===== config.mk =====
export PLATFORM = sky130hd
export DESIGN_NAME = bus_master_mux
export DESIGN_NICKNAME = d
export VERILOG_FILES = /design/src/rtl/bus_master_mux.sv
export SDC_FILE = /design/constraint.sdc
export NUM_CORES = 1
export LEC_CHECK = 0
export CAP_MARGIN = 5
export CELL_PAD_IN_SITES_DETAIL_PLACEMENT = 0
export CELL_PAD_IN_SITES_GLOBAL_PLACEMENT = 1
export CORE_MARGIN = 10
export CORE_UTILIZATION = 31
export DETAILED_ROUTE_END_ITERATION = 16
export PLACE_DENSITY = 0.93
export SLEW_MARGIN = 0
export SYNTH_ARGS = -nofsm -noshare
export SYNTH_HDL_FRONTEND = slang
export SYNTH_SLANG_ARGS = --single-unit

===== constraint.sdc =====
create_clock -name clk -period 3.5 [get_ports clk]
set_input_delay 0.35 -clock clk [delete_from_list [all_inputs] [get_ports clk]]
set_output_delay 0.35 -clock clk [all_outputs]
set_load 0.05 [all_outputs]

===== src/rtl/bus_master_mux.sv =====
`default_nettype none
// ============================================================================
//  Module      : bus_master_mux
//  Description : Routes the granted master's request (m0 = data port,
//                m1 = instruction port) onto a single slave bus, tracks one
//                outstanding transaction with an optional ack timeout, and
//                returns read data and a one-cycle ready pulse to its owner.
//  Revision    : 1.0  initial release
// ============================================================================
module bus_master_mux #(
    parameter int ADDR_W  = 32,
    parameter int DATA_W  = 32,
    parameter int TIMEOUT = 255
) (
    input  logic                clk,
    input  logic                rst,
    input  logic                m0_grnt,
    input  logic                m1_grnt,
    input  logic                m0_req,
    input  logic                m0_we,
    input  logic [ADDR_W-1:0]   m0_addr,
    input  logic [DATA_W-1:0]   m0_wdata,
    input  logic [DATA_W/8-1:0] m0_be,
    output logic [DATA_W-1:0]   m0_rdata,
    output logic                m0_ready,
    input  logic                m1_req,
    input  logic                m1_we,
    input  logic [ADDR_W-1:0]   m1_addr,
    input  logic [DATA_W-1:0]   m1_wdata,
    input  logic [DATA_W/8-1:0] m1_be,
    output logic [DATA_W-1:0]   m1_rdata,
    output logic                m1_ready,
    output logic                s_req,
    output logic                s_we,
    output logic [ADDR_W-1:0]   s_addr,
    output logic [DATA_W-1:0]   s_wdata,
    output logic [DATA_W/8-1:0] s_be,
    input  logic                s_ack,
    input  logic [DATA_W-1:0]   s_rdata,
    output logic                busy,
    output logic                err
);

    localparam int BE_W = DATA_W / 8;
    // Counter only has to hold TIMEOUT-1: the abort fires on the cycle it
    // would have reached TIMEOUT.
    localparam int CNT_W = (TIMEOUT > 1) ? $clog2(TIMEOUT) : 1;
    localparam logic [CNT_W-1:0] c_CNT_LAST = CNT_W'((TIMEOUT > 0) ? TIMEOUT - 1 : 0);

    typedef enum logic [1:0] {
        S_IDLE = 2'd0,
        S_BUS  = 2'd1,
        S_DONE = 2'd2
    } state_t;

    state_t              state_q, state_d;
    logic                owner_q, owner_d;      // 0 = m0, 1 = m1
    logic                we_q,    we_d;
    logic [ADDR_W-1:0]   addr_q,  addr_d;
    logic [DATA_W-1:0]   wdata_q, wdata_d;
    logic [BE_W-1:0]     be_q,    be_d;
    logic [CNT_W-1:0]    cnt_q,   cnt_d;
    logic                err_q,   err_d;
    logic [DATA_W-1:0]   m0_rdata_q, m0_rdata_d;
    logic [DATA_W-1:0]   m1_rdata_q, m1_rdata_d;
    logic                w_timeout;

    // Timeout detection is compiled out entirely when TIMEOUT is zero
    if (TIMEOUT != 0) begin : g_timeout
        assign w_timeout = (cnt_q == c_CNT_LAST);
    end else begin : g_no_timeout
        assign w_timeout = 1'b0;
    end

    // State and datapath registers with synchronous reset
    always_ff @(posedge clk) begin
        if (rst) begin
            state_q    <= S_IDLE;
            owner_q    <= 1'b0;
            we_q       <= 1'b0;
            addr_q     <= '0;
            wdata_q    <= '0;
            be_q       <= '0;
            cnt_q      <= '0;
            err_q      <= 1'b0;
            m0_rdata_q <= '0;
            m1_rdata_q <= '0;
        end else begin
            state_q    <= state_d;
            owner_q    <= owner_d;
            we_q       <= we_d;
            addr_q     <= addr_d;
            wdata_q    <= wdata_d;
            be_q       <= be_d;
            cnt_q      <= cnt_d;
            err_q      <= err_d;
            m0_rdata_q <= m0_rdata_d;
            m1_rdata_q <= m1_rdata_d;
        end
    end

    // Next-state logic: start selection, ack/timeout handling, completion
    always_comb begin
        state_d    = state_q;
        owner_d    = owner_q;
        we_d       = we_q;
        addr_d     = addr_q;
        wdata_d    = wdata_q;
        be_d       = be_q;
        cnt_d      = cnt_q;
        err_d      = err_q;
        m0_rdata_d = m0_rdata_q;
        m1_rdata_d = m1_rdata_q;

        case (state_q)
            S_IDLE: begin
                // m0 has priority if the arbiter ever asserts both grants
                if (m0_grnt && m0_req) begin
                    owner_d = 1'b0;
                    we_d    = m0_we;
                    addr_d  = m0_addr;
                    wdata_d = m0_wdata;
                    be_d    = m0_be;
                    cnt_d   = '0;
                    state_d = S_BUS;
                end else if (m1_grnt && m1_req) begin
                    owner_d = 1'b1;
                    we_d    = m1_we;
                    addr_d  = m1_addr;
                    wdata_d = m1_wdata;
                    be_d    = m1_be;
                    cnt_d   = '0;
                    state_d = S_BUS;
                end
            end
            S_BUS: begin
                // An ack arriving on the timeout cycle still completes normally
                if (s_ack) begin
                    if (!we_q) begin
                        if (owner_q) m1_rdata_d = s_rdata;
                        else         m0_rdata_d = s_rdata;
                    end
                    err_d   = 1'b0;
                    state_d = S_DONE;
                end else if (w_timeout) begin
                    if (owner_q) m1_rdata_d = '1;
                    else         m0_rdata_d = '1;
                    err_d   = 1'b1;
                    state_d = S_DONE;
                end else begin
                    cnt_d = cnt_q + 1'b1;
                end
            end
            S_DONE: begin
                state_d = S_IDLE;
            end
            default: begin
                state_d = S_IDLE;
            end
        endcase
    end

    assign s_req    = (state_q == S_BUS);
    assign s_we     = s_req & we_q;
    assign s_addr   = addr_q;
    assign s_wdata  = wdata_q;
    assign s_be     = be_q;
    assign busy     = (state_q != S_IDLE);
    assign err      = err_q;
    assign m0_ready = (state_q == S_DONE) & ~owner_q;
    assign m1_ready = (state_q == S_DONE) &  owner_q;
    assign m0_rdata = m0_rdata_q;
    assign m1_rdata = m1_rdata_q;

endmodule
`default_nettype wire


==> qor.csv, run 1 <==
metric;value;unit
first-pass GRT wire length;36700;um
type of destination of the critical path;output pin;
per-cell routed wire length;19.2;um
delay of the slowest critical-path stage;0.85;ns
sequential share of the synthesized area;0.445;
placed wire-length estimate after detailed placement;17700;um
count of antenna diodes in the layout;0;
headroom to the max-slew limit;0.486;
cts repair resizes;0;
origin of the critical flop-to-flop path;cnt_q[0]$_SDFFE_PP0P_;
basic-gate share of the synthesized area counting and, or, nand and nor cells;0.193;
Final setup violation count;0;
combinational family with the most area after synthesis;compound AO/OA/AOI/OAI gates;
starting density of the core;0.319;
area of the core;20400;um2
worst hold path type;in -> reg;
clock tree from TritonCTS;built;
library cell used as clock root buffer;sky130_fd_sc_hd__clkbuf_16;
slew at the pin closest to its max-slew limit;0.771;ns
part of the cycle the worst path needs;0.756;
number of pins exceeding their max-slew limit in the final report;0;
fill cell instance count of the final layout;1925;
nets@finish;1178;
Hold Violations, Final;0;
synthesized-area fraction occupied by ao, oa, aoi and oai cells;0.292;
Horiz. Die Dim;165;um
Hold Buf Count CTS;0;
post-route cell area;10300;um2
y dimension of the die;165;um
RR Endpoint;m1_rdata[0]$_SDFFE_PP0P_;
total wirelength of the detailed-routed design;24600;um
total CTS buffers;17;
total chip power;4950;uW
average via count per standard cell;5.08;
result of the run;complete, no violations;
final sum of negative setup slack;0;ns
kind of critical path;reg -> out;
combined area of all synthesized cells;6520;um2
# rows;52;
Worst Hold End;state_q[1]$_SDFFE_PP0P_;
all-layer global routing usage;0.170;
YS warnings;0;
Placement Cell Area;9710;um2
required arrival time at the worst endpoint;3.15;ns
sink count of the clock tree;145;
register cell area after layout;2900;um2
Critical Path Start Type;register;
Synth Net Count;910;
cell family with most CP delay;buffers and inverters;
Distinct cells, synth;39;
hold-critical path depth;2;
unrepaired setup endpoints after global routing;no;
# Max-Cap Violations;0;
worst-case clock skew;0.0181;ns
count of nets left with antenna violations after detail routing;0;
post-route DRC violation count;0;
number of buffers on the longest clock path;2;
total I/O pin count;315;
synth-to-layout area growth;57.9;%
adder and majority cell fraction of the synthesized area;0.00384;
largest net degree at the start of global routing;88;
global-route congestion overflow total;0;
final critical path time including I/O delays and setup;2.65;ns
latest clock arrival within the worst-skew pair;0.43;ns
area share of xor/xnor cells in the synthesized design;0;
Worst IR Drop VDD;0.308;mV
global placement routability congestion;0.774;
drt first pass iters;4;
via count;6518;
series of cell instances along the critical path;or2b_4 -> inv_4 -> and2_1 -> clkdlybuf4s50_1;
worst-path maximum fanout;9;
mean post-synth cell area;8.91;um2
quantity of I/O buffers inserted on ports;314;
number of flip-flops and latches in the synthesized netlist;145;
total area of multi-input combinational cells;3200;um2
Mapped Cells;731;
Worst Min Path Start;rst;
vias in the first global route;6245;
crit path buf inv count;2;
Crit-path slowest cell;sky130_fd_sc_hd__clkdlybuf4s50_1;
maximum operating frequency;378;MHz
die area;27200;um2
share of post-route cells with drive strength above 1;0.118;
Setup Fix Bufs, Post-CTS;0;
CTS HTree Levels;4;
leakage power total;0.00353;uW
power per cell area;481;nW/um2
worst-case register-to-register setup slack;0.94;ns
number of DRC markers in iteration 0;375;
Reg clk slew, reported paths;0.07;ns
initial antenna violation count;0;
cell count of the worst reg-to-reg path;7;
WP data arrival;2.30;ns
fraction of synthesized area in multiplexers;0;
==> worst reg2reg max path, delay by kind of cell (launching register included) <==
family	cells	cell delay (ns)
AOI/OAI and AO/OA	2	0.36
adders and majority gates	1	0.17
DFF	1	0.35
buffers and inverters	2	0.67
and+or+nand+nor	2	0.87
==> cells in the mapped netlist (all sizes together) <==
library cell | count | share of area
and4b | 1 | 0.0015
a41oi | 1 | 0.0013
a211o | 1 | 0.0013
a311oi | 71 | 0.095
inv | 5 | 0.0033
a211oi | 65 | 0.12
nand3 | 76 | 0.058
and2 | 3 | 0.0033
nor3b | 2 | 0.0023
nand4 | 1 | 0.00096
ha | 2 | 0.0038
nor2b | 33 | 0.032
nand2 | 78 | 0.045
nor3 | 2 | 0.0015
o211ai | 1 | 0.0012
nor4 | 1 | 0.00096
o21ai | 6 | 0.0046
a31oi | 4 | 0.0038
a21oi | 71 | 0.055
dfxtp | 145 | 0.45
a221oi | 2 | 0.0027
or2b | 1 | 0.0017
buf | 30 | 0.034
a32o | 1 | 0.0017
and4 | 1 | 0.0013
and3b | 1 | 0.0013
clkbuf | 49 | 0.028
a21boi | 2 | 0.0029
o21a | 1 | 0.0012
nor2 | 74 | 0.043
==> worst max path at each step <==
stage / from / end / slack, ns / cells after the start
2_1_floorplan: state_q[1]$_SDFFE_PP0P_ / m0_ready / 1.59 / 1
3_3_place_gp: s_ack / m1_rdata[1]$_SDFFE_PP0P_ / 0.88 / 5
3_5_place_dp: s_ack / m1_rdata[1]$_SDFFE_PP0P_ / 0.84 / 5
4_1_cts: state_q[0]$_SDFFE_PP0P_ / s_we / 0.83 / 4
5_1_grt: state_q[0]$_SDFFE_PP0P_ / s_we / 0.75 / 4
6_report: state_q[0]$_SDFFE_PP0P_ / s_we / 0.85 / 4
==> metrics by stage <==
step	cells	hold WS (ns)	setup WS (ns)	util
finish	1282	0.422	0.854	0.504
CTS	1282	0.427	0.825	0.504
detailed placement	1250	0.480	0.837	0.475
global placement	1250	0.476	0.876	0.475
floorplan	731	0.456	1.59	-
global route	1282	0.449	0.752	0.504
==> routing by layer <==
metal / vias up / track usage / share of wire
li1: 3217 / - / -
met1: 3009 / 0.203 / 0.41
met2: 278 / 0.268 / 0.46
met3: 14 / 0.0834 / 0.13
met4: 0 / 0.0407 / 0.0095
met5: - / 0 / 0
==> cells by family after synthesis <==
logic type | count (synthesis)
compound gates | 226
fa+ha+maj | 2
buf+inv | 84
flops | 145
simple gates | 274
==> layout make-up <==
cell class | count | share of cell area
timing repair buffer | 328 | 0.315
multi-input combinational | 502 | 0.311
sequential | 145 | 0.282
clock buffer | 17 | 0.0413
tap | 270 | 0.0328
clock inverter | 15 | 0.0157
inverter | 5 | 0.00207
==> state kept, by name, indices dropped and copies added, names as in the netlist <==
name and flops:
we_q 1, s_be 4, err 1, m1_rdata 32
owner_q 1, s_addr 32, m0_rdata 32, s_wdata 32
cnt_q 8, state_q 2
==> where the power goes <==
part	total [uW]	switching (uW)	internal [uW]
logic	1290	791	497
registers	1830	64.1	1760
clock network	1840	823	1020
==> cells in the final DEF, fill, tap and decap left out, drive strengths merged, types with 33 or more instances in the layout <==
cell type      synthesis  final
a211oi                65     65
a21oi                 71     71
a311oi                71     71
clkdlybuf4s50          0    311
dfxtp                145    145
nand2                 78     78
nand3                 76     76
nor2                  74     74
nor2b                 33     33
Power figures use the tool's default switching activity.
==> run 2, diff against run 1 <==
- CORE_UTILIZATION: 31 -> 26
- PLACE_DENSITY: 0.93 -> 0.84
- clock period: 3.5 -> 2.2 ns (I/O delays scaled with it)
==> run 2 against run 1 <==
  * Worst setup slack worse by 0.75 ns
  * Critical path type unchanged
  * Power up 60%
  * Highest routed layer unchanged
  * Critical endpoint is now m1_ready
  * Count of clock-buffer cells in the layout unchanged
==> qor.csv, run 2 (synthesis results as in run 1) <==
metric;value;unit
# Max-Cap Violations;0;
Horiz. Die Dim;178;um
worst-path maximum fanout;7;
clock tree from TritonCTS;built;
y dimension of the die;178;um
post-route DRC violation count;0;
worst hold path type;in -> reg;
Hold Violations, Final;0;
met1 wire length;10800;um
Reg clk slew, reported paths;0.08;ns
post-route cell area;10500;um2
area of the core;24500;um2
top layer in use;met4;
Hold Buf Count CTS;0;
synth-to-layout area growth;61.2;%
worst-case clock skew;0.0203;ns
per-cell routed wire length;18.7;um
RR Endpoint;m0_rdata[29]$_SDFFE_PP0P_;
WP data arrival;1.87;ns
utilization after layout;0.429;
total area of multi-input combinational cells;3200;um2
commonest non-fill, non-tap cells in the layout;sky130_fd_sc_hd__clkdlybuf4s50_1 (307), sky130_fd_sc_hd__dfxtp_1 (145), sky130_fd_sc_hd__nand2_1 (77), sky130_fd_sc_hd__nand3_1 (76), sky130_fd_sc_hd__nor2_1 (74);
result of the run;complete, no violations;
total CTS buffers;17;
count of nets left with antenna violations after detail routing;0;
part of the cycle the worst path needs;0.952;
number of pins exceeding their max-slew limit in the final report;0;
via count;6569;
final critical path time including I/O delays and setup;2.09;ns
Critical Path Start Type;register;
leakage power total;0.00360;uW
slew at the pin closest to its max-slew limit;0.603;ns
type of destination of the critical path;output pin;
vias in the first global route;6551;
# rows;57;
library cell used as clock root buffer;sky130_fd_sc_hd__clkbuf_16;
cell count of the worst reg-to-reg path;6;
Placement Cell Area;9890;um2
Worst IR Drop VDD;0.361;mV
average via count per standard cell;4.89;
initial antenna violation count;1;
latest clock arrival within the worst-skew pair;0.43;ns
start point of the critical path;state_q[1]$_SDFFE_PP0P_;
power per cell area;755;nW/um2
kind of critical path;reg -> out;
headroom to the max-slew limit;0.597;
met2 WL;11400;um
fill cell instance count of the final layout;2398;
worst hold slack;0.214;ns
share of post-route cells with drive strength above 1;0.126;
worst setup path endpoint;m1_ready;
origin of the critical flop-to-flop path;cnt_q[1]$_SDFFE_PP0P_;
number of buffers on the longest clock path;2;
nets@finish;1183;
maximum operating frequency;478;MHz
die area;31800;um2
largest net degree at the start of global routing;87;
global-route congestion overflow total;0;
register cell area after layout;2900;um2
first-pass GRT wire length;38200;um
total I/O pin count;315;
worst-case register-to-register setup slack;0.28;ns
unrepaired setup endpoints after global routing;no;
starting density of the core;0.266;
sink count of the clock tree;145;
Final setup violation count;0;
placed wire-length estimate after detailed placement;17900;um
all-layer global routing usage;0.151;
quantity of I/O buffers inserted on ports;314;
total chip power;7930;uW
required arrival time at the worst endpoint;1.98;ns
most frequent standard cell in the layout excluding fill and tap cells;sky130_fd_sc_hd__clkdlybuf4s50_1;
total wirelength of the detailed-routed design;25000;um
CTS HTree Levels;4;
final sum of negative setup slack;0;ns
Setup Fix Bufs, Post-CTS;0;
routed length on met3;2780;um
number of DRC markers in iteration 0;482;
global placement routability congestion;0.769;
cts repair resizes;0;
drt first pass iters;4;
[run 2: changes by cell type in the layout (fill, tap and decap cells not counted), sizes merged]
| cell | change |
|---|---|
| clkinv | +7 |
| inv | -5 |
| diode | +1 |
| clkdlybuf4s50 | -4 |
| buf | +9 |
| bufinv | -1 |
| clkinvlp | -1 |
[run 2: layer usage]
layer / GRT usage / vias to the layer above
met5: 0 / -
met4: 0.0313 / 0
met3: 0.0706 / 10
met2: 0.235 / 274
met1: 0.186 / 3055
li1: - / 3230
[run 2: cell type report]
| cell class | count | share of cell area |
|---|---|---|
| flip-flops and latches | 145 | 0.276 |
| repair buffers | 333 | 0.319 |
| inverters | 5 | 0.00202 |
| diodes | 1 | 0.000238 |
| clock inverters | 15 | 0.0180 |
| clock buffers | 17 | 0.0405 |
| multi-input cells | 502 | 0.305 |
| well taps | 324 | 0.0386 |
[run 2: worst min path at each step]
| stage | start | to | cells after the start |
|---|---|---|---|
| after floorplan | m1_we | we_q$_SDFFE_PP0P_ | 2 |
| after global placement | cnt_q[5]$_SDFFE_PP0P_ | cnt_q[5]$_SDFFE_PP0P_ | 2 |
| after detailed placement | cnt_q[5]$_SDFFE_PP0P_ | cnt_q[5]$_SDFFE_PP0P_ | 2 |
| after CTS | m0_req | s_wdata[14]$_SDFFE_PP0P_ | 3 |
| after global routing | m0_req | s_wdata[14]$_SDFFE_PP0P_ | 3 |
| final | m0_req | s_wdata[14]$_SDFFE_PP0P_ | 3 |
[run 2: critical path, cell delays in order, from the launching register on]
cell	delay [ns]
sky130_fd_sc_hd__dfxtp_1	0.42
sky130_fd_sc_hd__and3b_1	0.18
sky130_fd_sc_hd__clkdlybuf4s50_1	0.84
[run 2: report_power, final]
part	internal (uW)	total [uW]	switching (uW)
clock	1540	2940	1400
combinational	817	2090	1270
sequential	2810	2910	99.4
total	5160	7930	2770
[run 2: stage by stage]
step                      worst slack (ns)  cells
final                                0.106   1342
after global routing                0.0121   1342
after CTS                           0.0797   1341
after detailed placement             0.245   1309
after global placement               0.318   1309
after floorplan                      0.421    731
==> patch 1, RTL diff (flow settings as in run 2) <==
Set the parameter `TIMEOUT` to 510 (it was 255).
--- a/src/rtl/bus_master_mux.sv
+++ b/src/rtl/bus_master_mux.sv
@@ -12,3 +12,3 @@
     parameter int DATA_W  = 32,
-    parameter int TIMEOUT = 255
+    parameter int TIMEOUT = 510
 ) (
Behaviour: no difference found for any inputs over 4 cycles, from zero or initial values and one cycle with rst high; that may be too few to reach the edited logic, so the function may still have changed.
==> patch 1 against run 2 <==
  * Routed wire length is 2.3% lower
  * Cell area is 1.2% lower
  * First-iteration DRC count is 24% lower
  * Die area is 1.3% lower
  * Via count is 1.7% lower
  * Synthesized area is 1.5% lower
  * Power is 2.5% lower
  * Worst setup slack better by 0.064 ns
  * Sequential cell count is 1 higher
  * Non-clock buffer count is 2 lower
  * Clock skew is 0.012 ns lower
  * Final cell count is 0.15% higher
  * Core utilization is 0.28 points lower
  * Critical path type unchanged
  * Largest cell class unchanged
  * Largest power group is now sequential cells
==> patch 1: results (changes against run 2) <==
- Drt initial violations: 367 (-24%)
- Non-clock inverters: 39 (+34)
- Net Count, Synth: 912 (+0.22%)
- Via density: 4.80 (-1.9%)
- M2 GR Usage: 23.2% (-0.32 points)
- Status: complete, no violations
- DP Area: 9820 um2 (-0.71%)
- Seq/total area: 28.2% (+0.54 points)
- Hold Path End: m1_rdata[7]$_SDFFE_PP0P_
- Post-Route Skew: 0.00845 ns (-0.0118 ns)
- WHS: 0.0691 ns (-0.144 ns)
- Netlist cell types: 40 (+2.6%)
- Critical R2R Launch: cnt_q[0]$_SDFFE_PP0P_
- R2R Path End: m1_rdata[26]$_SDFFE_PP0P_
- VDD IR max: 0.000337 V (-6.4%)
- Top cells by count, synth: dfxtp_1, nand2_1, nor2_1
- Largest net degree at the start of global routing: 98 (+13%)
- Layout cells sized above 1: 9.12% (-3.5 points)
- Layout fillers: 2419 (+0.88%)
- Crit-path max cell delay: 0.81 ns (-0.03 ns)
- Initial antenna violation count: 0 (-1)
- Leakage power: 3.59 nW (-0.41%)
- Crit path DAT: 1.81 ns (-0.06 ns)
- Worst-Margin Slew: 1.04 ns (+0.438 ns)
- Synth area leaders: dfxtp_1, a311oi_1, a221oi_2
- NonClk Buf Share: 32.1% (+0.16 points)
- Fin area: 10400 um2 (-1.2%)
- Hold Path Cell Cnt: 2 (-1)
- Number of diodes: 0 (-1)
- Total power: 7.73 mW (-2.5%)
- Minimum clock period: 2.03 ns (-0.0642 ns)
- Post-Syn Instances: 733 (+0.27%)
==> patch 1: cell types whose count changed after synthesis, moves of 3 or more <==
cell	before	now
clkbuf_1	49	43
inv_1	4	39
buf_2	14	20
a211oi_2	61	0
a21oi_1	71	38
buf_4	4	7
a31oi_1	4	9
buf_6	10	3
nand3_1	76	73
a211oi_1	4	33
a221oi_2	0	30
o21ai_0	5	1
==> patch 1: power by group through the flow <==
stage / registers [mW] / logic, mW / clock network, mW
after floorplan: 3.57 / 0.588 / 0
after global placement: 2.97 / 2.02 / 0
after detailed placement: 2.98 / 2.02 / 0
after CTS: 2.92 / 2.03 / 2.90
after global routing: 2.95 / 2.14 / 2.99
final: 2.92 / 2.01 / 2.80
==> patch 1: cell families after synthesis <==
family / synth area share [%]
AO/OA/AOI/OAI: 26.1
adder cells (fa/ha/maj): 0.390
flip-flops: 45.5
buffers and inverters: 7.88
AND/OR/NAND/NOR: 20.1
==> patch 1: worst max-delay path by stage <==
stage	from	end	slack, ns
after detailed placement	cnt_q[0]$_SDFFE_PP0P_	m1_rdata[26]$_SDFFE_PP0P_	0.27
final	state_q[0]$_SDFFE_PP0P_	busy	0.17
after global placement	s_ack	m1_rdata[31]$_SDFFE_PP0P_	0.31
after floorplan	state_q[1]$_SDFFE_PP0P_	s_we	0.43
after global routing	state_q[1]$_SDFFE_PP0P_	busy	0.04
after CTS	owner_q$_SDFFE_PP0P_	m0_ready	0.002
==> patch 1: timing repair <==
action / CTS / global route
setup endpoints to repair: 1 / 1
resized for setup: 1 / 1
cloned: 0 / 0
==> patch 1: critical path: cells and delay by family, from the launching register on <==
kind / cells / cell delay, ns
AND/OR/NAND/NOR: 1 / 0.10
buffers and inverters: 2 / 0.89
flip-flops: 1 / 0.41
==> patch 2, RTL diff (settings of run 2) <==
Made on the original files. Reset style: asynchronous (`rst`), changed in one clocked block. Comments in the files are not updated.
--- a/src/rtl/bus_master_mux.sv
+++ b/src/rtl/bus_master_mux.sv
@@ -75,3 +75,3 @@
     // State and datapath registers with synchronous reset
-    always_ff @(posedge clk) begin
+    always_ff @(posedge clk or posedge rst) begin
         if (rst) begin
Formal check against the unedited RTL: differs if rst is asserted again (counterexample within 4 cycles, from zero or initial values and one cycle with rst high); with rst held inactive, the same outputs for 4 cycles.
==> patch 2 against run 2 <==
  * Sequential cell count is the same
  * Synthesized area shrank 2.8%
  * Worst setup slack gained 0.21 ns
  * Cell area grew 0.33%
  * Maximum frequency grew 11%
  * Routed wire length shrank 14%
Power is not compared: it rests on default switching activity, and its combinational part moved more than twofold at a synthesized area within 25%.
==> patch 2: results (changes against run 2) <==
- Met2 routed WL: 9.87 mm (-13%)
- Hold crit path type: in2async
- Pre-CTS WS: 0.299 ns (+0.0546 ns)
- Post-Route Skew: 0.0143 ns (-0.00600 ns)
- Worst Slack Setup Final: 0.320 ns (+0.214 ns)
- WHS: 0.203 ns (-0.0107 ns)
- Largest net degree at the start of global routing: 46 (-47%)
- Vias in the first global route: 5844 (-11%)
- Crit path DAT: 1.66 ns (-0.21 ns)
- Net Count, Synth: 701 (-23%)
- Slowest CP cell: dfrtp_1
- Crit-path max cell delay: 0.39 ns (-0.45 ns)
- GR Util All Layers: 13.5% (-1.6 points)
- Post-synthesis mux area share: 11.2% (+11 points)
- Post-Synth Adder-Cell Area: 0.395% (+0.011 points)
- Synth Area in Compound Gates: 19.2% (-10 points)
- Drt initial violations: 353 (-27%)
- GPL Wtd Cong: 0.749 (-2.5%)
- Synth area leaders: dfrtp_1, mux2i_1, a21oi_1
- Busiest layer in global routing: met2
- Fin nets: 1012 (-14%)
- DP Wirelength: 16.6 mm (-7.4%)
- Sequential area share after synthesis: 57.3% (+13 points)
- Post-Syn Instances: 522 (-29%)
- M1 wire length: 8.87 mm (-17%)
- Via density: 4.68 (-4.4%)
- Via count: 5483 (-17%)
- CP max FO: 9 (+2)
- Routed length per instance: 18.3 um (-1.9%)
- M2 GR Usage: 21.2% (-2.3 points)
- Status: complete, no violations
- Reg-to-reg setup timing slack: 0.35 ns (+0.07 ns)
- Met3 Use GR: 6.34% (-0.72 points)
- DR WL met3: 2.36 mm (-15%)
- Netlist cell types: 43 (+10%)
- First-pass GRT wire length: 33.2 mm (-13%)
- Worst-Margin Slew: 0.574 ns (-0.0286 ns)
- Placed cell count: 1138 (-13%)
- Ys Warns: 0 (unchanged)
- DP Area: 9900 um2 (about the same)
- Worst skew pair latency: 0.41 ns (-0.02 ns)
- GR Util met1: 16.1% (-2.5 points)
- Leakage power: 4.45 nW
- Synth async-reset ratio: 100% (+100 points)
- Top cells by count, synth: dfrtp_1, a21oi_1, nor2_1
- P per Cell Area: 1610 nW/um2
-- patch 2: worst paths after layout --
kind | start | end | depth (start not counted)
setup / recovery | state_q[1]$_DFFE_PP0P_ | s_we | 4
hold / removal | rst | m1_rdata[28]$_DFFE_PP0P_ | 2
setup reg to reg | cnt_q[0]$_DFFE_PP0P_ | cnt_q[1]$_DFFE_PP0P_ | 7
hold reg to reg | m0_rdata[28]$_DFFE_PP0P_ | m0_rdata[28]$_DFFE_PP0P_ | 1
max in group asynchronous | rst | s_addr[29]$_DFFE_PP0P_ | 3
min in group clk | m0_addr[5] | s_addr[5]$_DFFE_PP0P_ | 3
-- patch 2: final cells by class --
type | count | area, um2
flip-flops and latches | 145 | 3630
multi-input cells | 328 | 2400
diodes | 2 | 5.00
inverters | 6 | 31.3
well taps | 324 | 405
repair buffers | 335 | 3430
clock inverters | 15 | 210
clock buffers | 17 | 425
fillers | 2299 | 13600
